<file path="config.mk">
export PLATFORM = sky130hd
export DESIGN_NAME = wb_select_stage
export DESIGN_NICKNAME = d
export VERILOG_FILES = /design/src/rtl/wb_pkg.sv /design/src/rtl/wb_src_mux.sv /design/src/rtl/wb_select_stage.sv
export SDC_FILE = /design/constraint.sdc
export NUM_CORES = 1
export LEC_CHECK = 0
export ABC_AREA = 1
export BUFFER_PORTS_ARGS = -buffer_cell sky130_fd_sc_hd__buf_4
export CAP_MARGIN = 30
export CORE_UTILIZATION = 48
export CTS_CLUSTER_DIAMETER = 120
export DETAILED_ROUTE_END_ITERATION = 8
export PLACE_DENSITY = 0.86
export SYNTH_ARGS = -nofsm -noshare
export SYNTH_HDL_FRONTEND = slang
export SYNTH_SLANG_ARGS = --single-unit
</file>
<file path="constraint.sdc">
create_clock -name clk -period 4.3 [get_ports clk]
set_input_delay 0.86 -clock clk [delete_from_list [all_inputs] [get_ports clk]]
set_output_delay 0.86 -clock clk [all_outputs]
set_load 0.05 [all_outputs]
</file>
<file path="src/rtl/wb_pkg.sv">
`default_nettype none
// ============================================================================
// wb_pkg : shared state type and source-select constants for the writeback
//          select stage.                               Rev 1.0
// ============================================================================
package wb_pkg;

  typedef enum logic [1:0] {
    EMPTY = 2'd0,
    WAIT  = 2'd1,
    FULL  = 2'd2
  } wb_state_e;

  localparam int WB_SRC_ALU = 0;
  localparam int WB_SRC_DM  = 1;
  localparam int WB_SRC_JAL = 2;
  localparam int WB_SRC_SLT = 3;

  localparam int WB_DEF_WIDTH = 32;
  localparam int WB_DEF_REGW  = 5;

endpackage
`default_nettype wire

</file>
<file path="src/rtl/wb_src_mux.sv">
`default_nettype none
// ============================================================================
// wb_src_mux : NSRC-way result selector; out-of-range selects read as a
//              valid zero.                             Rev 1.0
// ============================================================================
module wb_src_mux
  import wb_pkg::*;
#(
  parameter int WIDTH = WB_DEF_WIDTH,
  parameter int NSRC  = 4,
  parameter int SELW  = $clog2(NSRC)
) (
  input  logic [SELW-1:0]       sel_i,
  input  logic [NSRC*WIDTH-1:0] src_data_i,
  input  logic [NSRC-1:0]       src_valid_i,
  output logic [WIDTH-1:0]      data_o,
  output logic                  valid_o
);

  logic [WIDTH-1:0] w_src [NSRC];

  for (genvar gi = 0; gi < NSRC; gi++) begin : g_unpack
    assign w_src[gi] = src_data_i[gi*WIDTH +: WIDTH];
  end

  // Defaults double as the legacy out-of-range arm: data 0, always valid.
  always_comb begin
    data_o  = '0;
    valid_o = 1'b1;
    for (int i = 0; i < NSRC; i++) begin
      if (sel_i == SELW'(i)) begin
        data_o  = w_src[i];
        valid_o = src_valid_i[i];
      end
    end
  end

endmodule
`default_nettype wire

</file>
<file path="src/rtl/wb_select_stage.sv">
`default_nettype none
// ============================================================================
// wb_select_stage : register-file writeback stage; selects a result source,
//                   waits (bounded) for it, and emits one write strobe.  Rev 1.0
// ============================================================================
module wb_select_stage
  import wb_pkg::*;
#(
  parameter int WIDTH   = WB_DEF_WIDTH,
  parameter int NSRC    = 4,
  parameter int SELW    = $clog2(NSRC),
  parameter int REGW    = WB_DEF_REGW,
  parameter int TIMEOUT = 15
) (
  input  logic                  clk,
  input  logic                  rst,
  input  logic                  in_valid,
  output logic                  in_ready,
  input  logic [SELW-1:0]       in_sel,
  input  logic [REGW-1:0]       in_rd,
  input  logic                  in_we,
  input  logic [NSRC*WIDTH-1:0] src_data,
  input  logic [NSRC-1:0]       src_valid,
  output logic                  out_valid,
  output logic                  out_we,
  output logic [REGW-1:0]       out_rd,
  output logic [WIDTH-1:0]      out_data,
  output logic                  out_err
);

  localparam int              CNTW     = $clog2(TIMEOUT + 1);
  localparam logic [CNTW-1:0] CNT_LAST = CNTW'(TIMEOUT - 1);
  localparam logic [CNTW-1:0] CNT_MAX  = {CNTW{1'b1}};

  wb_state_e        state_q, state_d;
  logic [SELW-1:0]  sel_q,   sel_d;
  logic [REGW-1:0]  rd_q,    rd_d;
  logic             we_q,    we_d;
  logic [WIDTH-1:0] data_q,  data_d;
  logic             err_q,   err_d;
  logic [CNTW-1:0]  cnt_q,   cnt_d;

  logic             w_accept;
  logic             w_full;
  logic [SELW-1:0]  w_mux_sel;
  logic [WIDTH-1:0] w_mux_data;
  logic             w_mux_valid;

  assign in_ready = (state_q != WAIT);
  assign w_accept = in_valid & in_ready;
  assign w_full   = (state_q == FULL);

  // One mux serves both the accept path and the WAIT re-poll; they never overlap.
  assign w_mux_sel = (state_q == WAIT) ? sel_q : in_sel;

  wb_src_mux #(
    .WIDTH (WIDTH),
    .NSRC  (NSRC),
    .SELW  (SELW)
  ) u_src_mux (
    .sel_i       (w_mux_sel),
    .src_data_i  (src_data),
    .src_valid_i (src_valid),
    .data_o      (w_mux_data),
    .valid_o     (w_mux_valid)
  );

  always_comb begin
    state_d = state_q;
    sel_d   = sel_q;
    rd_d    = rd_q;
    we_d    = we_q;
    data_d  = data_q;
    err_d   = err_q;
    cnt_d   = cnt_q;

    case (state_q)
      EMPTY: ;
      WAIT: begin
        if (w_mux_valid) begin
          data_d  = w_mux_data;
          state_d = FULL;
        end else if (cnt_q == CNT_LAST) begin
          data_d  = '0;
          err_d   = 1'b1;
          state_d = FULL;
        end else if (cnt_q != CNT_MAX) begin
          cnt_d = cnt_q + CNTW'(1);
        end
      end
      FULL:    state_d = EMPTY;
      default: state_d = EMPTY;
    endcase

    // Accept only happens in EMPTY/FULL, so it cleanly overrides the retire.
    if (w_accept) begin
      sel_d = in_sel;
      rd_d  = in_rd;
      we_d  = in_we;
      err_d = 1'b0;
      if (w_mux_valid) begin
        data_d  = w_mux_data;
        state_d = FULL;
      end else begin
        data_d  = '0;
        cnt_d   = '0;
        state_d = WAIT;
      end
    end
  end

  always_ff @(posedge clk) begin
    if (rst) begin
      state_q <= EMPTY;
      sel_q   <= '0;
      rd_q    <= '0;
      we_q    <= 1'b0;
      data_q  <= '0;
      err_q   <= 1'b0;
      cnt_q   <= '0;
    end else begin
      state_q <= state_d;
      sel_q   <= sel_d;
      rd_q    <= rd_d;
      we_q    <= we_d;
      data_q  <= data_d;
      err_q   <= err_d;
      cnt_q   <= cnt_d;
    end
  end

  assign out_valid = w_full;
  assign out_we    = w_full & we_q & (rd_q != '0) & ~err_q;
  assign out_rd    = w_full ? rd_q   : '0;
  assign out_data  = w_full ? data_q : '0;
  assign out_err   = w_full & err_q;

endmodule
`default_nettype wire

</file>
==> flow_summary.json, run 1 <==
{
  "cts_resized": 0,
  "dieArea_sq_um": 7080,
  "synth_area_leaders": "dfxtp_1 29%, nand2_1 19%, nor2_1 15%",
  "crit_type": "primary input to flop",
  "grt_max_degree": 38,
  "min_period_ns": 3.19,
  "initial_core_util_pct": 50.5,
  "violations": "design-rule violations",
  "final_hold_viol_count": 0,
  "skew_ns": 0.00887,
  "slew_violations": 0,
  "dr.pass1.iters": 7,
  "start_kind": "primary input",
  "dp_slack_ns": 0.789,
  "ctsHoldBuffers": 0,
  "rsz0062_at_grt": "no",
  "clkSlewWorstSetupHoldPaths_ns": 0.09,
  "io_buffer_count": 183,
  "period_share_pct": 74.2,
  "antenna_found_initial": 0,
  "path_cells": "buf_4 > nand2_1 > nand2_2 > nand2_2 > or2_1 > nand2_4 > nand2_2 > o21ai_4 > buf_4 > nand2_1 > nand2_1 > nor2_1",
  "finalWeightedCongestion": 0.902,
  "layout.nets": 896,
  "synth_fp_nets": 732,
  "area_growth_pct": 46.2,
  "status": "finished, violations left",
  "powerDensity_nw_per_um2": 305,
  "arrival_ns": 3.40,
  "worstPathRequired_ns": 4.50,
  "worstPathMaxFanout": 37,
  "rows": 29,
  "cp-end-kind": "flop",
  "setup_ws_ns": 1.11,
  "root_buffer": "clkbuf_8",
  "ios": 184,
  "route.final.wire_length_um": 10400,
  "synth_cell_types": 27,
  "syn_area_per_cell_sq_um": 5.52,
  "synthTopCellsByCount": "167 x nand2_1, 132 x nor2_1, 59 x o21ai_0",
  "clockBufferDepth": 2,
  "cp_slowest_stage_delay_ns": 0.39,
  "drive_above_1_share_pct": 28.2,
  "cp_slowest_cell": "buf_4",
  "antenna_cells": 0,
  "async_flop_share_pct": 0,
  "dpl.hpwl_um": 7890,
  "grt_pass1_vias": 3963,
  "synth_edf_count": 0,
  "peakVddDrop_v": 0.000173,
  "fin_tns_setup_ns": 0,
  "path_delay_family": "simple AND/OR/NAND/NOR gates",
  "fp.dieW_um": 84.2,
  "yosys_most_used_dff": "dfxtp_1",
  "synth_area_sq_um": 3240,
  "multiInputGateArea_sq_um": 1920,
  "route.detailed.drc": 16,
  "fillCellCount": 568,
  "grt-ovfl-total": 0,
  "worst_slew_pin_slew_ns": 0.739,
  "yosysSeqAreaShare_pct": 29.0,
  "grt_use_total_pct": 28.8,
  "area.sequential_sq_um": 941,
  "synth_most_common_cell": "nand2_1",
  "drtAntennaViolNets": 0,
  "cp.buffers_inverters": 2,
  "synth_seq_cells": 47,
  "cap_violations": 0,
  "viasPerCell": 5.07,
  "yosys_warnings": 0,
  "maxSlewHeadroom_pct": 50.5,
  "layout.cells.non_filler": 829,
  "setup-violations-final": 0,
  "cts-buffers-inserted": 5,
  "clock-sinks": 47,
  "core-area_sq_um": 6420,
  "drt_iter0_drc": 156,
  "leakagePower_nw": 2.48,
  "wire_per_inst_um": 12.5,
  "syn_inst": 587,
  "die_h_um": 84.2,
  "htree_num_levels": 2,
  "fmax_mhz": 313,
  "grt_pass1_wl_um": 16800,
  "cts_tree": "done",
  "vias": 4207,
  "hold_path.class": "flop to flop",
  "synth_largest_area_cell": "dfxtp_1",
  "netlist.area_leader.share_pct": 29.0,
  "clock_latency_ns": 0.30,
  "dpl.cell_count": 821,
  "post_cts_buffers": 0
}
flip-flops by register name, indices dropped and copies added (netlist names):
register / flops
rd_q: 5
data_q: 32
err_q: 1
we_q: 1
sel_q: 2
cnt_q: 4
state_q: 2
layout make-up:
type / instances / share of cell area (%)
Timing Repair Buffer: 188 / 30.2
Sequential cell: 47 / 19.9
Inverter: 63 / 4.99
Tap cell: 77 / 2.03
Clock inverter: 3 / 0.924
Clock buffer: 5 / 1.45
Multi-Input combinational cell: 446 / 40.5
cell families (layout without fill, tap and decap cells):
| family | count (synthesis) | in the layout | synth area share (%) |
|---|---|---|---|
| and+or+nand+nor | 347 | 347 | 42.7 |
| AOI/OAI and AO/OA | 96 | 96 | 15.3 |
| DFF | 47 | 47 | 29.0 |
| buffers and inverters | 94 | 259 | 11.9 |
| adders and majority gates | 2 | 2 | 0.772 |
| xor gates and xnor gates | 1 | 1 | 0.270 |
worst paths after layout:
kind | depth (start not counted) | from | end | slack [ns]
worst min-delay path | 2 | rd_q[4] | rd_q[4] | 0.48
worst max-delay path | 12 | in_sel[0] | data_q[31] | 1.11
worst max register to register | 12 | state_q[0] | data_q[31] | 1.14
worst min register to register | 2 | rd_q[4] | rd_q[4] | 0.48
layer usage:
metal / global-route usage [%] / share of wire (%) / vias to the layer above
met3: 4.92 / 6.3 / 29
li1: - / - / 2145
met5: 0 / 0 / -
met2: 51.9 / 49 / 175
met1: 34.1 / 42 / 1858
met4: 11.1 / 3.0 / 0
placed cells by master, fill, tap and decap left out, drive strengths merged:
| cell type | count |
|---|---|
| or2 | 5 |
| o21ai | 68 |
| dfxtp | 47 |
| clkbuf | 5 |
| bufinv | 1 |
| inv | 62 |
| nand2 | 172 |
| nand4 | 2 |
| nor2 | 133 |
| a31oi | 1 |
| a21oi | 23 |
| nand3 | 35 |
| ha | 2 |
| xor2 | 1 |
| o22ai | 1 |
| o2111ai | 1 |
| o211ai | 2 |
| clkinv | 3 |
| buf | 188 |
per-stage QoR:
step	hold WS, ns	total power, W	util [%]	cell area [sq um]
after CTS	0.482	0.00145	73.8	4740
after global placement	0.454	0.00110	71.6	4600
after detailed placement	0.468	0.00112	72.0	4630
after global routing	0.517	0.00155	73.8	4740
final	0.483	0.00144	73.8	4740
after floorplan	0.444	0.000921	-	3240
power breakdown:
part / internal (W) / switching, W / total (W)
logic: 0.000235 / 0.000370 / 0.000605
registers: 0.000490 / 0.0000187 / 0.000508
clock network: 0.000173 / 0.000157 / 0.000330
worst min-delay path: stages, from the launching register on:
cell and delay, ns:
dfxtp_1 0.32, inv_1 0.06, a21oi_1 0.05
Power figures use the tool's default switching activity.
==> run 2: changes to the inputs <==
Settings changed: CORE_UTILIZATION 48 to 41, PLACE_DENSITY 0.86 to 0.78.
Clock period 4.3 ns to 2.8 ns, I/O delays scaled along.
==> run 2 against run 1 <==
  * The run now ends clean
  * Flip-flop and latch count unchanged
  * Count of clock-buffer cells in the layout did not move
  * Final cell count increased by 3.7%
  * First-iteration DRC count down 7.1%
  * Design area rose by 0.74%
  * Power up 48%
==> flow_summary.json, run 2 (synthesis gave the netlist of run 1 again) <==
{
  "layout_common_cells": "194 x buf_4, 167 x nand2_1, 131 x nor2_1, 59 x o21ai_0, 57 x inv_1",
  "fin_tns_setup_ns": 0,
  "ctsHoldBuffers": 0,
  "dpl.hpwl_um": 8450,
  "grt-ovfl-total": 0,
  "drive_above_1_share_pct": 28.9,
  "die_h_um": 90.9,
  "cts_resized": 0,
  "drt_iter0_drc": 145,
  "worst_slew_pin_slew_ns": 0.696,
  "multiInputGateArea_sq_um": 1920,
  "start_kind": "flop",
  "dp_slack_ns": 0.478,
  "drtAntennaViolNets": 0,
  "route.final.wire_length_um": 10800,
  "largest_register_ffs": 32,
  "worstPathMaxFanout": 25,
  "post_dp_cell_area_sq_um": 4680,
  "regToRegStartpoint": "state_q[0]",
  "grt_pass1_wl_um": 17700,
  "wire_per_inst_um": 12.6,
  "final_common_cell": "buf_4",
  "dpl.cell_count": 852,
  "powerDensity_nw_per_um2": 449,
  "grt_use_total_pct": 26.3,
  "core-area_sq_um": 7690,
  "critPathLaunch": "state_q[0]",
  "status": "finished, final reports clean",
  "layout.nets": 902,
  "fillCellCount": 805,
  "maxSlewHeadroom_pct": 53.6,
  "antenna_found_initial": 0,
  "holdWs_ns": 0.442,
  "dieArea_sq_um": 8260,
  "cts-buffers-inserted": 5,
  "io_buffer_count": 183,
  "area_growth_pct": 47.3,
  "grt_busiest_layer": "met2",
  "clock-sinks": 47,
  "htree_num_levels": 2,
  "layout.cells.non_filler": 860,
  "final_hold_viol_count": 0,
  "met3_usage_pct": 4.63,
  "arrival_ns": 1.97,
  "fmax_mhz": 395,
  "post_cts_buffers": 0,
  "peakVddDrop_v": 0.000363,
  "setup_ws_ns": 0.271,
  "ios": 184,
  "hold_start": "rst",
  "cp-end-kind": "output pin",
  "root_buffer": "clkbuf_8",
  "grt_pass1_vias": 3939,
  "setup-violations-final": 0,
  "final_area_sq_um": 4770,
  "vias": 4196,
  "use_met1_pct": 33.2,
  "period_share_pct": 90.3,
  "route.detailed.drc": 0,
  "rsz0062_at_grt": "no",
  "finalWeightedCongestion": 0.904,
  "grt_max_degree": 47,
  "min_period_ns": 2.53,
  "hold_path.class": "primary input to flop",
  "clockBufferDepth": 2,
  "clkSlewWorstSetupHoldPaths_ns": 0.09,
  "r2r_setup_slack_ns": 0.46,
  "dr.pass1.iters": 5,
  "largest-register": "data_q",
  "rows": 32,
  "crit_type": "flop to output pin",
  "cts_tree": "done",
  "viasPerCell": 4.88,
  "area.sequential_sq_um": 941,
  "use_met2_pct": 44.9,
  "skew_ns": 0.00835,
  "worstPathRequired_ns": 2.24,
  "clock_latency_ns": 0.30,
  "fp.dieW_um": 90.9,
  "top_regs": "data_q (32), rd_q (5), cnt_q (4)",
  "leakagePower_nw": 2.48,
  "cap_violations": 0,
  "slew_violations": 0,
  "initial_core_util_pct": 42.2,
  "antenna_cells": 0
}
[run 2: worst paths after layout]
path	to	depth (start not counted)
worst max-delay path	out_data[23]	5
worst min-delay path	state_q[1]	2
worst max register to register	data_q[23]	12
worst min register to register	sel_q[1]	2
[run 2: area by class of cell]
cell class / count / share of cell area [%]
Inverter: 63 / 4.95
Timing Repair Buffer: 194 / 30.5
Clock inverter: 3 / 0.419
Multi-Input combinational cell: 446 / 40.3
Sequential cell: 47 / 19.7
Tap cell: 102 / 2.67
Clock buffer: 5 / 1.44
[run 2: worst max-delay path, cell delays in order (launching register included)]
cell     delay (ns)
dfxtp_1        0.50
nor2_2         0.12
inv_1          0.37
buf_4          0.38
nor2_1         0.09
buf_4          0.20
[run 2: metal layers]
layer  wire, um  vias to the layer above
li1           -                     2151
met1       4670                     1900
met2       5310                      125
met3        594                       20
met4        229                        0
met5          0                        -
[run 2: per-stage QoR]
stage | total power, W | util, %
2_1_floorplan | 0.00141 | -
3_3_place_gp | 0.00172 | 60.9
3_5_place_dp | 0.00174 | 60.9
4_1_cts | 0.00215 | 62.1
5_1_grt | 0.00232 | 62.1
6_report | 0.00214 | 62.1
[run 2: power breakdown]
group / internal, W / switching (W) / total (W)
Clock: 0.000174 / 0.000238 / 0.000412
Combinational: 0.000370 / 0.000578 / 0.000947
Sequential: 0.000752 / 0.0000300 / 0.000782
